## src/rtl/spi_chan_regs.sv

```systemverilog
// Serial-framed bank of eight channel configuration registers with serial readback.
// Optional feature: define SPI_PARITY_EN to require an even-parity bit after write data.
module spi_chan_regs #(
    parameter int unsigned DATA_W = 8
) (
    input  logic              clk,
    input  logic              rstn,
    input  logic              serial_in,
    output logic              serial_out,
    output logic [DATA_W-1:0] ch0,
    output logic [DATA_W-1:0] ch1,
    output logic [DATA_W-1:0] ch2,
    output logic [DATA_W-1:0] ch3,
    output logic [DATA_W-1:0] ch4,
    output logic [DATA_W-1:0] ch5,
    output logic [DATA_W-1:0] ch6,
    output logic [DATA_W-1:0] ch7
);

    localparam int unsigned NUM_CH   = 8;
    localparam int unsigned ADDR_W   = 3;
    localparam int unsigned CMD_BITS = 4;
    localparam int unsigned CNT_W    = 4;
`ifdef SPI_PARITY_EN
    localparam int unsigned WR_BITS  = DATA_W + 1;
`else
    localparam int unsigned WR_BITS  = DATA_W;
`endif

    typedef enum logic [1:0] {IDLE, CMD, WDATA, RDATA} state_t;

    state_t            state_q, state_d;
    logic [CNT_W-1:0]  cnt_q, cnt_d;
    logic [2:0]        cmd_q, cmd_d;
    logic [ADDR_W-1:0] addr_q, addr_d;
    logic [DATA_W-1:0] shift_q, shift_d;
    logic              serial_out_d;
    logic              wr_en;
    logic [DATA_W-1:0] wr_data;
    logic [DATA_W-1:0] ch_q [NUM_CH];

    logic              cmd_last, data_last, rd_last;
    logic [ADDR_W-1:0] cmd_addr;
    logic [DATA_W-1:0] shift_in;

    assign cmd_last  = (cnt_q == CNT_W'(CMD_BITS - 1));
    assign data_last = (cnt_q == CNT_W'(WR_BITS - 1));
    assign rd_last   = (cnt_q == CNT_W'(DATA_W - 1));
    assign cmd_addr  = {cmd_q[1:0], serial_in};
    assign shift_in  = {shift_q[DATA_W-2:0], serial_in};

    // State register
    always_ff @(posedge clk or negedge rstn) begin
        if (!rstn) state_q <= IDLE;
        else       state_q <= state_d;
    end

    // Next-state logic
    always_comb begin
        state_d = state_q;
        case (state_q)
            IDLE:    if (serial_in) state_d = CMD;
            CMD:     if (cmd_last)  state_d = cmd_q[2] ? RDATA : WDATA;
            WDATA:   if (data_last) state_d = IDLE;
            RDATA:   if (rd_last)   state_d = IDLE;
            default: state_d = IDLE;
        endcase
    end

    // Datapath and output next values
    always_comb begin
        cnt_d        = cnt_q;
        cmd_d        = cmd_q;
        addr_d       = addr_q;
        shift_d      = shift_q;
        serial_out_d = 1'b0;
        wr_en        = 1'b0;
        wr_data      = shift_in;
        case (state_q)
            IDLE: cnt_d = '0;
            CMD: begin
                cmd_d = {cmd_q[1:0], serial_in};
                cnt_d = cnt_q + CNT_W'(1);
                if (cmd_last) begin
                    cnt_d  = '0;
                    addr_d = cmd_addr;
                    // Read snapshot is taken on the A0 edge; bit 7 goes out immediately
                    if (cmd_q[2]) begin
                        shift_d      = ch_q[cmd_addr];
                        serial_out_d = ch_q[cmd_addr][DATA_W-1];
                    end
                end
            end
            WDATA: begin
                shift_d = shift_in;
                cnt_d   = cnt_q + CNT_W'(1);
                if (data_last) begin
                    cnt_d = '0;
`ifdef SPI_PARITY_EN
                    wr_data = shift_q;
                    wr_en   = ~(^{shift_q, serial_in});
`else
                    wr_en   = 1'b1;
`endif
                end
            end
            RDATA: begin
                shift_d      = {shift_q[DATA_W-2:0], 1'b0};
                serial_out_d = rd_last ? 1'b0 : shift_q[DATA_W-2];
                cnt_d        = cnt_q + CNT_W'(1);
                if (rd_last) cnt_d = '0;
            end
            default: ;
        endcase
    end

    // Datapath registers
    always_ff @(posedge clk or negedge rstn) begin
        if (!rstn) begin
            cnt_q      <= '0;
            cmd_q      <= '0;
            addr_q     <= '0;
            shift_q    <= '0;
            serial_out <= 1'b0;
        end else begin
            cnt_q      <= cnt_d;
            cmd_q      <= cmd_d;
            addr_q     <= addr_d;
            shift_q    <= shift_d;
            serial_out <= serial_out_d;
        end
    end

    // Channel register bank
    always_ff @(posedge clk or negedge rstn) begin
        if (!rstn) begin
            for (int i = 0; i < NUM_CH; i++) ch_q[i] <= '0;
        end else if (wr_en) begin
            ch_q[addr_q] <= wr_data;
        end
    end

    assign ch0 = ch_q[0];
    assign ch1 = ch_q[1];
    assign ch2 = ch_q[2];
    assign ch3 = ch_q[3];
    assign ch4 = ch_q[4];
    assign ch5 = ch_q[5];
    assign ch6 = ch_q[6];
    assign ch7 = ch_q[7];

endmodule

```

## config.mk

```make
export PLATFORM = sky130hd
export DESIGN_NAME = spi_chan_regs
export DESIGN_NICKNAME = d
export VERILOG_FILES = /design/src/rtl/spi_chan_regs.sv
export SDC_FILE = /design/constraint.sdc
export NUM_CORES = 1
export LEC_CHECK = 0
export CAP_MARGIN = 20
export CORE_ASPECT_RATIO = 1.1
export CORE_MARGIN = 4
export CORE_UTILIZATION = 55
export CTS_BUF_LIST = sky130_fd_sc_hd__clkbuf_8
export DETAILED_ROUTE_END_ITERATION = 8
export MAX_ROUTING_LAYER = met4
export PLACE_DENSITY = 0.83
export SYNTH_ARGS = -nofsm -noshare
export SYNTH_HDL_FRONTEND = slang
export SYNTH_SLANG_ARGS = --single-unit
```

## constraint.sdc

```tcl
create_clock -name clk -period 4.05 [get_ports clk]
set_input_delay 0.81 -clock clk [delete_from_list [all_inputs] [get_ports clk]]
set_output_delay 0.81 -clock clk [all_outputs]
set_load 0.05 [all_outputs]
```

# [Word level (Yosys, flattened, before mapping)]
# Index checks and enable logic that the tools add are counted.
[op_classes] reduce_logical=7 shift=0 n_lt_le_gt_ge=3 n_mul=0 addsub=1 muxes=23 n_eq_ne=9 bitwise_logic=2 div=0
[ops] operator="64-bit bitwise mux" count=1
[ops] operator="8-bit binary-select mux with 3-bit select" count=1
[ops] operator="8-bit demux with 3-bit select" count=1
[ops] operator="8-bit two-way mux" count=3
[ops] operator="7-bit case mux with 3 select lines" count=1
[ops] operator="7-bit two-way mux" count=2
[ops] operator="4-bit case mux with 3 select lines" count=1
[ops] operator="4-bit greater-or-equal comparator, second input constant" count=2
[ops] operator="4-bit two-way mux" count=2
[ops] operator="3-bit inverter with 4-bit output" count=2
[ops] operator="1-bit two-way mux" count=6
[ops] operator="2-bit two-way mux" count=3
[ops] operator="2-bit inequality test, second input constant" count=3
[ops] operator="2-bit case mux with 3 select lines" count=1
[ops] operator="3-bit AND reduction" count=2
[ops] operator="4-bit by 1-bit adder with 4-bit output, second input constant" count=1
[ops] operator="2-bit equality test, second input constant" count=2
[ops] operator="4-bit by 2-bit equality test with 1-bit output, second input constant" count=1
[ops] operator="4-bit by 3-bit equality test with 1-bit output, second input constant" count=1
[ops] operator="4-bit by 1-bit less-than comparator with 1-bit output, second input constant" count=1
[ops] operator="3-bit nonzero test" count=1
[ops] operator="2-bit by 1-bit equality test with 1-bit output, second input constant" count=1
[ops] operator="2-bit logical NOT" count=1
[ops] operator="2-bit by 1-bit inequality test with 1-bit output, second input constant" count=1
[ops] operator="other kinds (4)" count=4
[totals] mem_count=0 regBits=84 latch_bits=0 mem_bits_ro=0 word_cells=59 in_bits=3 out_inout_bits=65 ramBits=0

# [Longest topological paths before layout]
[logic_depth] depth_word=7 depth_mapped=7 ltp_nobuf=5

# [Worst setup path after synthesis]
# No wires, ideal clock.
[synth_path] path_type="register -> register" from="register cnt_q[0]" to="register ch_q, in the netlist ch6[0]" path_slack_ns=2.175 required_time_ns=3.925 setup_time_ns=0.125 path_stages_with_launch=7 synth_period_minus_slack_ns=1.875 path_buffers=1 arrival_time_ns=1.750 cell_sequence="dfrtp_1 > ha_1 > nand3b_1 > nor4_4 > and3_1 > buf_4 > mux2_2"
[synth_between] elab_chain_cells=3
[synth_lines] item="from (decl)" line_no="33" text="logic [CNT_W-1:0] cnt_q, cnt_d;"
[synth_lines] item="from (signal assigned)" line_no="126" text="cnt_q <= cnt_d;"
[synth_lines] item="4-bit by 3-bit equality test with 1-bit output" line_no="47" text="assign data_last = (cnt_q == CNT_W'(WR_BITS - 1));"
[synth_lines] item="1-bit two-way mux" line_no="97" text="if (data_last) begin"
[synth_lines] item="1-bit two-way mux" line_no="79" text="case (state_q)"
[synth_lines] item="to (signal, indexed assignment)" line_no="139" text="ch_q[addr_q] <= wr_data;"
[synth_lines] item="to (decl)" line_no="40" text="logic [DATA_W-1:0] ch_q [NUM_CH];"
# No other way between the ends.
# A chain may end at the register's enable or synchronous reset.

# [Worst setup path in the final report]
[layout_path] from="register state_q[1]" to="register ch_q, in the netlist ch6[0]"
[layout_between] elab_chain_cells=2
[layout_lines] item="from (decl)" line_no="32" text="state_t state_q, state_d;"
[layout_lines] item="from (signal assigned)" line_no="55" text="else state_q <= state_d;"
[layout_lines] item="2-bit equality test" line_no="79"
[layout_lines] item="1-bit two-way mux" line_no="79"
# No other way between the ends.

==> impl_metrics.json <==
{
  "critPathMaxFanout": 13,
  "yosysWarnings": 0,
  "io_pins": 68,
  "ys_types": 36,
  "total_leakage_power_nw": 2.18,
  "dr.pass1.iters": 4,
  "status": "completed",
  "worst-slew-pin-transition_ns": 0.975,
  "reg2reg_slack_ns": 1.64,
  "first_global_vias": 2631,
  "synthFlopType": "dfrtp_1",
  "post_dp_cell_area_mm2": 0.00454,
  "wirelength_um": 8870,
  "dp_slack_ns": 1.46,
  "netlist.area_leader.share": 0.545,
  "hpwl_um": 5680,
  "clock.fmax_mhz": 416,
  "drive_gt1_frac": 0.337,
  "synth_edf_count": 0,
  "hold_viol": 0,
  "cts_tree": "built",
  "async_flop_share": 1.00,
  "grt-ovfl-total": 0,
  "crit_path_end_kind": "flop",
  "cts_resized": 0,
  "synth_area_leaders": "dfrtp_1, mux2_2, mux4_2, mux2i_1, o21ai_0",
  "irDropWorstVdd_v": 0.000344,
  "cts.sinks": 84,
  "drt_drc_violations_left": 0,
  "cts_buffers": 9,
  "antenna_found_initial": 0,
  "slew_headroom": 0.350,
  "n_fill_cell": 474,
  "grt_pass1_wl_um": 14400,
  "rsz0062_at_grt": "no",
  "slew_viol_final": 0,
  "path_clk_slew_ns": 0.08,
  "rows": 31,
  "postCtsSetupRepairBufs": 0,
  "cap_violations": 0,
  "die_w_um": 87.9,
  "setup_viol": 0,
  "power_frac_clock": 0.281,
  "hp-class": "primary input to asynchronous set/reset pin",
  "swShare": 0.345,
  "fin_util": 0.715,
  "globalplace.congestion": 0.784,
  "route.met3.wl_um": 390,
  "die_area_mm2": 0.00842,
  "wl_met1_um": 3790,
  "clockBufferDepth": 2,
  "pwr-share-seq": 0.507,
  "power.internal_mw": 1.55,
  "setup-tns-final_ns": 0,
  "seq_area_frac_synth": 0.545,
  "dieHeight_um": 95.9,
  "fin_skew_ns": 0.00911,
  "nNetsFinal": 331,
  "setup_slack_ns": 1.64,
  "holdBufCountCts": 0,
  "drtIter0Drc": 163,
  "netSwitchingPower_mw": 0.818,
  "clock_latency_ns": 0.35,
  "fin_crit_sh": 0.594,
  "pwr-share-comb": 0.212,
  "syn_area_per_cell_um2": 14.3,
  "grt.total_usage": 0.238,
  "power_density_mw_per_mm2": 495,
  "hold_ws_ns": 0.386,
  "ant_nets": 0,
  "vias": 2499,
  "top_layer_used": "met4",
  "min_period_ns": 2.41,
  "criticalPathCategory": "flop to flop",
  "diodes": 0,
  "h-tree-depth": 3,
  "arrival_ns": 2.64,
  "start_util": 0.575,
  "dr_wl_met2_um": 4590,
  "synthTopCellsByCount": "dfrtp_1, mux2_2, mux4_2, mux2i_1, o21ai_0",
  "yosys_register_bits": 84,
  "post-synth-top-count-cell": "dfrtp_1",
  "grt_max_degree": 85,
  "area_growth_pct": 24.2,
  "via_per_inst": 6.04,
  "placement.io_buffers": 67,
  "critPathRequiredTime_ns": 4.29,
  "design_area_mm2": 0.00480,
  "syn_area_mm2": 0.00386,
  "root_buffer": "clkbuf_8",
  "synth_area_leader_cell": "dfrtp_1",
  "start_kind": "flop",
  "fp.coreArea_mm2": 0.00671,
  "wl_per_cell_um": 21.4,
  "syn_inst": 269,
  "syn_nets": 273
}
-- logic make-up (layout without fill, tap and decap cells) --
family / after synthesis / in the layout / synth area share
AO/OA/AOI/OAI: 24 / 24 / 0.0379
XOR/XNOR: 2 / 2 / 0.00454
adder cells (fa/ha/maj): 1 / 1 / 0.00324
buffers and inverters: 27 / 90 / 0.0305
flip-flops: 84 / 84 / 0.545
multiplexers: 93 / 93 / 0.309
AND/OR/NAND/NOR: 38 / 38 / 0.0707
-- layer usage --
metal / global-route usage / up-vias
li1: - / 1103
met4: 0.0793 / 0
met3: 0.0411 / 10
met2: 0.367 / 80
met1: 0.323 / 1306
met5: - / -
-- metrics by stage --
step	std cells	power, mW
floorplan	269	1.55
global placement	397	1.69
detailed placement	397	1.72
CTS	413	2.38
global route	414	2.49
finish	414	2.37
-- worst max-delay path, stage by stage, from the launching register on --
cell and delay [ns]:
dfrtp_1 0.61, inv_1 0.35, nor4_4 0.45, and3_1 0.49, mux2_2 0.40
-- registers in the layout, summed over array words and instances (netlist names), 8 cells and up --
| signal | count |
|---|---|
| ch6 | 8 |
| ch1 | 8 |
| ch2 | 8 |
| ch4 | 8 |
| ch0 | 8 |
| ch7 | 8 |
| ch5 | 8 |
| ch3 | 8 |
-- worst paths after layout --
check,to,depth (start not counted),startpoint
max,ch6[0],4,state_q[1]
min,ch3[4],1,rstn
max reg2reg,ch6[0],4,state_q[1]
min reg2reg,cnt_q[0],1,cnt_q[0]
max in group asynchronous,ch1[2],2,rstn
min in group clk,cnt_q[0],1,cnt_q[0]
-- power groups by stage --
stage / registers (mW) / clock network [mW] / logic, mW
2_1_floorplan: 1.09 / 0 / 0.456
3_3_place_gp: 1.21 / 0 / 0.486
3_5_place_dp: 1.22 / 0 / 0.500
4_1_cts: 1.20 / 0.675 / 0.501
5_1_grt: 1.23 / 0.715 / 0.544
6_report: 1.20 / 0.667 / 0.503
-- placed cells by master (no fill, tap or decap), drive strengths merged, types with 2 or more instances in the layout --
cell type,netlist,layout
nor4,2,2
a31oi,6,6
and2,6,6
buf,17,4
nand3b,8,8
a21oi,2,2
bufinv,0,2
nor2,5,5
dfrtp,84,84
clkbuf,6,10
mux4,14,14
o21ai,10,10
nand2,8,8
mux2i,11,11
clkdlybuf4s50,0,66
inv,4,6
or4,2,2
mux2,68,68
nand3,3,3
clkinvlp,0,2
-- area by class of cell --
cell class / count / area (um2) / share of cell area
repair buffers: 70 / 711 / 0.148
multi-input cells: 158 / 1640 / 0.342
flip-flops and latches: 84 / 2100 / 0.438
inverters: 4 / 15.0 / 0.00313
well taps: 82 / 103 / 0.0214
clock buffers: 10 / 138 / 0.0287
clock inverters: 6 / 87.6 / 0.0183
Power figures use the tool's default switching activity.
==> RTL edit (same flow settings) <==
The option `SPI_PARITY_EN` is turned on by a define.
--- a/src/rtl/spi_chan_regs.sv
+++ b/src/rtl/spi_chan_regs.sv
@@ -2,2 +2,4 @@
 // Optional feature: define SPI_PARITY_EN to require an even-parity bit after write data.
+`define SPI_PARITY_EN
+
 module spi_chan_regs #(
Behaviour: same outputs for any inputs over 10 cycles, from zero or initial values and one cycle with rstn low; that may be too few to reach the edited logic, so the function may still have changed.
==> RTL edit against the original RTL <==
- wire length increased by 10%
- die area up 11%
- synthesized cell count increased by 11%
- cell area grew 11%
- largest cell class unchanged
- sequential cell count up 1
- area after synthesis grew 12%
- worst setup slack got worse by 0.79 ns
- clock skew up 0.0041 ns
- critical endpoint is now ch5[3]
- utilization down 1.2 points
- cell count increased by 14%
- maximum frequency down 25%
- hold slack lost 0.11 ns
Power is not compared: it rests on default switching activity, and its combinational part moved more than twofold at a synthesized area within 25%.
==> RTL edit: results (changes against the original RTL) <==
** Worst setup path
- On the critical path the largest part of the delay comes from XOR/XNOR gates.
- Worst r2r src :: shift_q[6]
- Endpoint arrival time on the critical path :: 3.43 ns (+0.79 ns)
- Crit Reg-Reg Endpoint :: ch5[3]
- R2R Setup Slk :: 1.16 ns (-0.48 ns)
- CP max-delay cell :: sky130_fd_sc_hd__xnor3_1
- Largest fanout on the critical path :: 8 (-5)
- The largest incremental delay on the critical path is 0.92 ns (+0.31 ns).

** Finish
- Share of layout cells above drive strength 1 :: 32.3% (-1.4 points)
- Post-layout nets :: 368 (+11%)

** Placement
- The routability-driven placement congestion ratio was 0.780 (-0.52%).
- Placed wire-length estimate after detailed placement :: 6.43 mm (+13%)

** Logic synthesis
- After synthesis, the cell types taking the most area are sky130_fd_sc_hd__dfrtp_1 49%, sky130_fd_sc_hd__mux2_2 20%, sky130_fd_sc_hd__mux4_2 8.3%, sky130_fd_sc_hd__mux2i_4 4.2%, sky130_fd_sc_hd__nand4_1 2.5%.
- Share of the yosys chip area belonging to registers :: 49.2% (-5.3 points)
- Ranking of synthesized cells by instance count :: 85 x sky130_fd_sc_hd__dfrtp_1, 75 x sky130_fd_sc_hd__mux2_2, 17 x sky130_fd_sc_hd__nand4_1, 16 x sky130_fd_sc_hd__mux4_2
- The count of cell types in the netlist is 39 (+8.3%).
- The post-synth net total was 304 (+11%).

** STA
- The transition time at the pin with the least slew margin came to 1.02 ns (+0.0490 ns).
- Post-Route Hold Slack :: 0.280 ns (-0.106 ns)
- Final critical-path share of the clock period :: 78.8% (+19 points)
- Largest clock skew in the final design :: 0.0132 ns (+0.00413 ns)

** Drt
- The detail-routed net length per standard cell was 20.6 um (-3.7%).
- Routed wl met2 :: 4.76 mm (+3.7%)
- The wire length the detailed router placed on met1 is 4.34 mm (+14%).
- Iteration-0 DRC count of the detailed router :: 243 (+49%)
- The total number of vias came to 2833 (+13%).
- Met3 routed wirelength :: 405 um (+3.8%)
- Length of the first detailed-routing pass in iterations :: 6 (+2)

** GRT
- The wire length of the first global-routing pass came to 15.7 mm (+9.6%).
- Vias in the first global route :: 2890 (+9.8%)
- The largest net degree at the start of global routing was 86 (+1.2%).
- Met3 Use GR :: 3.66% (-0.45 points)
- Met2 usage in global routing :: 34.7% (-2.1 points)
- The global-route usage over all layers came to 22.9% (-0.88 points).

** Outcome
- Result of the run :: complete, no violations
-- RTL edit: how the worst max path moves through the flow --
stage,startpoint,endpoint,slack [ns]
6_report,serial_in,ch5[3],0.86
5_1_grt,serial_in,ch5[3],0.80
4_1_cts,serial_in,ch3[7],0.85
3_5_place_dp,serial_in,ch5[0],0.48
3_3_place_gp,serial_in,ch3[1],0.51
2_1_floorplan,serial_in,ch4[0],1.77
-- RTL edit: cell type report --
class                      instances  area, sq um
clock buffer                       9          124
clock inverter                     7         91.3
fill                             528         2250
inverter                           3         11.3
multi-input combinational        194         2110
sequential                        85         2130
tap                              105          131
timing repair buffer              70          711
-- RTL edit: report_power, final --
part           internal [mW]  switching [mW]  leakage (nW)
logic                  0.558           0.626          1.07
clock network          0.345           0.317         0.108
registers              0.978           0.288          1.16
-- RTL edit: worst reg2reg max path: cells and delay by family (launching register included) --
family | cells | cell delay (ns)
flops | 1 | 0.46
mux | 2 | 1.05
xor+xnor | 2 | 1.26
-- RTL edit: through the flow --
step / cells / utilization, % / power (mW) / setup WS, ns / cell area (sq um)
3_3_place_gp: 456 / 67.0 / 2.42 / 0.505 / 5060
2_1_floorplan: 299 / - / 2.21 / 1.77 / 4330
3_5_place_dp: 456 / 67.0 / 2.46 / 0.480 / 5060
4_1_cts: 472 / 69.9 / 3.11 / 0.848 / 5280
5_1_grt: 473 / 70.2 / 3.26 / 0.796 / 5310
6_report: 473 / 70.2 / 3.11 / 0.857 / 5310
-- RTL edit: logic make-up (layout without fill, tap and decap cells) --
group	after synthesis	after routing	share of synthesized area (%)
mux	112	112	35.2
flops	85	85	49.2
simple gates	47	47	6.77
compound gates	26	26	3.73
buf+inv	20	89	2.20
xor+xnor	7	7	2.40
fa+ha+maj	2	2	0.578
